`src/rtl/gen_gamma_decoder.sv`:
```
// gen_gamma_decoder
//   Receive-side gamma decoder. A Galois LFSR seeded from a shared key
//   regenerates the encoder's keystream. Each accepted coded word has the
//   current gamma subtracted from it to recover the plaintext. Words that
//   no valid encoding could produce are flagged with err.
//
// Ports
//   clk        system clock, rising edge
//   rst        synchronous reset, active-high
//   load       key load strobe (one cycle)
//   key        LFSR seed, sampled when load=1
//   in_valid   coded word md is valid
//   in_ready   decoder accepts md this cycle
//   md         coded word, {1'b0,id}+{1'b0,gamma}
//   out_valid  id/err are valid
//   out_ready  consumer accepts the output
//   id         recovered plaintext
//   err        decode error for this word
//   gamma      current LFSR state (gamma for the next accepted word)
//   sym_cnt    words accepted since the last load
module gen_gamma_decoder #(
  parameter int              SIZE  = 8,
  parameter logic [SIZE-1:0] TAPS  = 8'hB8,
  parameter int              CNT_W = 16
) (
  input  logic             clk,
  input  logic             rst,
  input  logic             load,
  input  logic [SIZE-1:0]  key,
  input  logic             in_valid,
  output logic             in_ready,
  input  logic [SIZE:0]    md,
  output logic             out_valid,
  input  logic             out_ready,
  output logic [SIZE-1:0]  id,
  output logic             err,
  output logic [SIZE-1:0]  gamma,
  output logic [CNT_W-1:0] sym_cnt
);

  typedef enum logic {
    ST_IDLE = 1'b0,
    ST_RUN  = 1'b1
  } state_t;

  localparam logic [SIZE-1:0]  LFSR_ONE = {{(SIZE-1){1'b0}}, 1'b1};
  localparam logic [SIZE+1:0]  ID_MAX   = {2'b00, {SIZE{1'b1}}};
  localparam logic [CNT_W-1:0] CNT_ONE  = {{(CNT_W-1){1'b0}}, 1'b1};

  state_t            state_q;
  logic [SIZE-1:0]   lfsr_q;
  logic [SIZE-1:0]   id_q;
  logic              err_q;
  logic              out_valid_q;
  logic [CNT_W-1:0]  sym_cnt_q;

  logic              accept_d;
  logic [SIZE-1:0]   lfsr_d;
  logic [SIZE-1:0]   seed_d;
  logic [SIZE+1:0]   diff_d;
  logic              err_d;

  // A new word may enter when running, not loading, and the output
  // register is either empty or being drained this same cycle.
  assign in_ready = (state_q == ST_RUN) && !load && (!out_valid_q || out_ready);
  assign accept_d = in_valid && in_ready;

  // Galois step: shift right, fold taps in when the outgoing bit is 1.
  assign lfsr_d = (lfsr_q >> 1) ^ (lfsr_q[0] ? TAPS : '0);

  // The all-zero LFSR state is a fixed point, so a zero key maps to 1.
  assign seed_d = (key == '0) ? LFSR_ONE : key;

  // Two extra bits: one for the carry of the encoder sum, one so that an
  // underflow (md < gamma) shows up as a large value instead of aliasing.
  assign diff_d = {1'b0, md} - {2'b00, lfsr_q};
  assign err_d  = (md < {1'b0, lfsr_q}) || (diff_d > ID_MAX);

  always_ff @(posedge clk) begin
    if (rst) begin
      state_q     <= ST_IDLE;
      lfsr_q      <= LFSR_ONE;
      id_q        <= '0;
      err_q       <= 1'b0;
      out_valid_q <= 1'b0;
      sym_cnt_q   <= '0;
    end else if (load) begin
      // Loading restarts the stream: any pending output belongs to the
      // old key and is dropped.
      state_q     <= ST_RUN;
      lfsr_q      <= seed_d;
      out_valid_q <= 1'b0;
      sym_cnt_q   <= '0;
    end else begin
      case (state_q)
        ST_IDLE: begin
          out_valid_q <= 1'b0;
        end
        ST_RUN: begin
          if (accept_d) begin
            // Replaces any output being handed off in this same edge.
            id_q        <= diff_d[SIZE-1:0];
            err_q       <= err_d;
            out_valid_q <= 1'b1;
            sym_cnt_q   <= sym_cnt_q + CNT_ONE;
            lfsr_q      <= lfsr_d;
          end else if (out_valid_q && out_ready) begin
            out_valid_q <= 1'b0;
          end
        end
        default: begin
          state_q <= ST_IDLE;
        end
      endcase
    end
  end

  assign out_valid = out_valid_q;
  assign id        = id_q;
  assign err       = err_q;
  assign gamma     = lfsr_q;
  assign sym_cnt   = sym_cnt_q;

endmodule

```
`config.mk`:
```
export PLATFORM = sky130hd
export DESIGN_NAME = gen_gamma_decoder
export DESIGN_NICKNAME = d
export VERILOG_FILES = /design/src/rtl/gen_gamma_decoder.sv
export SDC_FILE = /design/constraint.sdc
export NUM_CORES = 1
export LEC_CHECK = 0
export CORE_MARGIN = 1.5
export CORE_UTILIZATION = 40
export DETAILED_ROUTE_END_ITERATION = 10
export PLACE_DENSITY = 0.69
export SLEW_MARGIN = 20
export SYNTH_ARGS = -nofsm -noshare
export SYNTH_HDL_FRONTEND = slang
export SYNTH_SLANG_ARGS = --single-unit
```
`constraint.sdc`:
```
create_clock -name clk -period 5.8 [get_ports clk]
set_input_delay 1.16 -clock clk [delete_from_list [all_inputs] [get_ports clk]]
set_output_delay 1.16 -clock clk [all_outputs]
set_load 0.1 [all_outputs]
```
# [Word level (Yosys, flattened, before mapping)]
# Cells that the tools add are included.
# Widths: inputs -> output; s select.
[totals] ff_bits=35 in_bits=22 output_inout_bits=35 word_cells=37
[op_classes] add_sub_neg=2 magnitude_cmp=2 eq_ne=1 muxes=8 bitwise=3 n_reduce_logical=15
[ops] op="$mux 8" count=5
[ops] op="$add 16x1->16 const B" count=1
[ops] op="$gt 10x8->1 const B" count=1
[ops] op="$sub 9x8->10" count=1
[ops] op="$lt 9x8->1" count=1
[ops] op="$logic_not 8->1" count=1
[ops] op="$xor 7x8->8" count=1
[ops] op="$logic_and 1x1->1" count=4
[ops] op="$reduce_and 2->1" count=2
[ops] op="$reduce_bool 2->1" count=2
[ops] op="$ne 3x1->1 const B" count=1
[ops] op="$reduce_and 3->1" count=1
[ops] op="$logic_not 1->1" count=2
[ops] op="$logic_or 1x1->1" count=2
[ops] op="$mux 1" count=2
[ops] op="$not 1->1" count=2
[ops] op="$pmux 1 s2" count=1
[ops] op="$reduce_or 2->1" count=1

# [Depth between registers and ports, before layout]
[logic_depth] ltp_word=7 depth_mapped=8 ltp_nobuf=8

# [Least setup slack after synthesis]
# OpenSTA, ideal clock, no wires.
[synth_path] path_type="input -> output" from="input load" to="output in_ready" arrival_ns=2.702 required_ns=4.640 path_slack_ns=1.938 cell_stages=3 n_path_buf=1 path_cell_list="buf_6 > nand2b_4 > nor2_1"
[synth_between] elab_chain_len=3
[synth_rtl] element="start: declaration" line="28" rtl="input logic load,"
[synth_rtl] element="$logic_not 1->1" line="65" rtl="assign in_ready = (state_q == ST_RUN) && !load && (!out_valid_q || out_ready);"
[synth_rtl] element="$logic_and 1x1->1 (2 in series)" line="65"
[synth_rtl] element="end: declaration" line="31" rtl="output logic in_ready,"
# No other way between the ends.

# [Final worst setup path]
# Same ends and word-level chain as after synthesis.

==> results.tsv <==
metric	value	unit
syn_area	1927	um2
pin_count	57	
grt_overflow	0	
clockRootBuffer	clkbuf_8	
synthCells	239	
reg2reg_from	gamma[0]	
crit_slowest_cell	clkdlybuf4s50_1	
clkSinkCount	35	
ys_async_sr_fraction	0	%
drc	0	
ys_ff_latch	35	
cts_setup_buffers	0	
dr.pass1.iters	4	
vias	1792	
drv_slew	0	
period_share	79.40	%
min_from	id[4]	
cts_hold_buf	0	
p_clk_share	33.3	%
syn_nets	271	
ctsResizeCount	0	
worstSetupPathType	primary input to output pin	
reg2reg_slack	3550	ps
ir_worst_vdd	0.0001045	V
core-area	4692	um2
postRouteAntennaNets	0	
arrival	3450	ps
max_cap_viol_count	0	
switching_power	188.1	uW
viasPerCell	5.194	
worst_slew_pin_slew	984.5	ps
die_h	72.41	um
p_int	406.2	uW
fin_crit	4605	ps
synth_area_leaders	dfxtp_1 36%, ha_1 5.8%, nor2_1 5.3%	
combPwrFrac	23.9	%
relSlewSlack	33.44	%
postSynthAreaPerCell	8.062	um2
cp_top_family	buffers and inverters	
worstSetupEndpointType	output pin	
setup-violations-final	0	
critPathMostFrequentCell	clkdlybuf4s50_1	
yosysUniqueCellTypes	41	
cpPeakStageDelay	1150	ps
port_buffers	56	
fin_setup_tns	0	ps
yosysTopAreaCell	dfxtp_1	
setup_ws	1195	ps
antenna_found_initial	0	
grt_max_degree	28	
p_sw_share	31.65	%
synth_edf_count	0	
numCtsBuffers	5	
cp_max_fo	19	
grt_pass1_vias	1574	
maxClockFrequency	217.1	MHz
post-place-ws	1193	ps
path_clk_slew	70	ps
finalWirelength	4.179	mm
seqPwrFrac	42.8	%
p_leak	0.0009253	uW
cts_buffer_depth	2	
synth_ff_type	dfxtp_1	
drt_iter0_markers	69	
cts_tree	yes	
place_congestion	0.7800	
finalHoldViolations	0	
nets	322	
status	finished, final reports clean	
hpwlAfterDp	3.053	mm
path_buf_inv	2	
clock_latency	290	ps
required	4640	ps
rsz0062_at_grt	false	
netlist.area_leader.share	36.36	%
cp-start-kind	primary input	
n_antenna_cell	0	
rows	25	
htreeDepth	2	
die_w	72.41	um
wl_per_cell	12.11	um
synth_warnings	0	
cp_cell_sequence	clkdlybuf4s50_1, nand2b_4, nor2_1, clkdlybuf4s50_1	
grt_pass1_wl	7.051	mm
worst_clock_skew	2.998	ps
synth-seq-area-share	36.36	%
drive_above_1_share	4.811	%
cp-startpoint	load	
grt_usage	17.32	%
die_area	5242	um2
start_util	41.07	%
hold_path_class	flop to flop	
power_density	228.6	nW/um2
area_growth	34.93	%
## power by group through the flow
stage / combinational (uW) / clock [uW] / sequential (uW)
finish: 142 / 198 / 254
global placement: 141 / 0 / 260
global route: 154 / 212 / 255
CTS: 143 / 203 / 254
detailed placement: 142 / 0 / 260
floorplan: 58.9 / 0 / 304
## cells in the mapped netlist, drive strengths merged, types with 5 or more instances
library cell  instances
clkbuf                8
inv                  12
o21ai                17
nor2b                 6
ha                    9
xor2                  8
a21oi                17
nand3                12
xnor2                 9
buf                   5
nor2                 27
nand2                26
dfxtp                35
## state kept, by name, indices dropped and copies added, names as in the netlist
name,count
gamma,8
sym_cnt,16
state_q,1
out_valid,1
id,8
err,1
## metal layers
layer	track usage [%]	wire [um]
met2	27.37	1893
met3	5.972	266
met5	0	0
met1	21.34	1948
met4	7.757	70
## layout make-up
| class | instances | area, um2 |
|---|---|---|
| well taps | 54 | 67.56 |
| clock buffers | 8 | 100.1 |
| multi-input cells | 179 | 1119 |
| flip-flops and latches | 35 | 700.7 |
| fillers | 473 | 2092 |
| repair buffers | 57 | 568.0 |
| inverters | 12 | 45.04 |
## placed cells by master, fill, tap and decap left out, drive strengths merged, types with 9 or more instances in the layout
cell and count:
clkdlybuf4s50 56, dfxtp 35, nor2 27, nand2 26, o21ai 17, a21oi 17, inv 12, nand3 12
xnor2 9, ha 9
## cells by family (layout without fill, tap and decap cells)
| logic type | Yosys count | after routing | share of synthesized area, % |
|---|---|---|---|
| compound gates | 46 | 46 | 13.96 |
| xor+xnor | 17 | 17 | 7.728 |
| fa+ha+maj | 10 | 10 | 6.883 |
| simple gates | 101 | 101 | 26.56 |
| buf+inv | 25 | 77 | 5.844 |
| flops | 35 | 35 | 36.36 |
| mux | 5 | 5 | 2.662 |
## through the flow
step | instances | hold WS (ps) | util, % | instance area (um2) | power, uW
6_report | 345 | 461.0 | 55.41 | 2600 | 594.3
2_1_floorplan | 239 | 484.3 | - | 1927 | 362.8
3_5_place_dp | 337 | 456.8 | 53.28 | 2500 | 402.1
3_3_place_gp | 337 | 451.4 | 53.28 | 2500 | 400.5
5_1_grt | 345 | 477.7 | 55.41 | 2600 | 621.0
4_1_cts | 345 | 466.1 | 55.41 | 2600 | 600.4
## path summary, 6_finish.rpt
path | end | depth (start not counted)
hold / removal | id[4] | 2
hold reg to reg | id[4] | 2
setup / recovery | in_ready | 4
setup reg to reg | err | 7
## worst register-to-register path: stages (launching register included)
cell      delay, ps
dfxtp_1         400
ha_1            250
fa_1            410
nand2b_1        180
a21oi_1         260
o21ai_0         190
a311oi_1        310
o41a_1          200
Power figures use the tool's default switching activity.
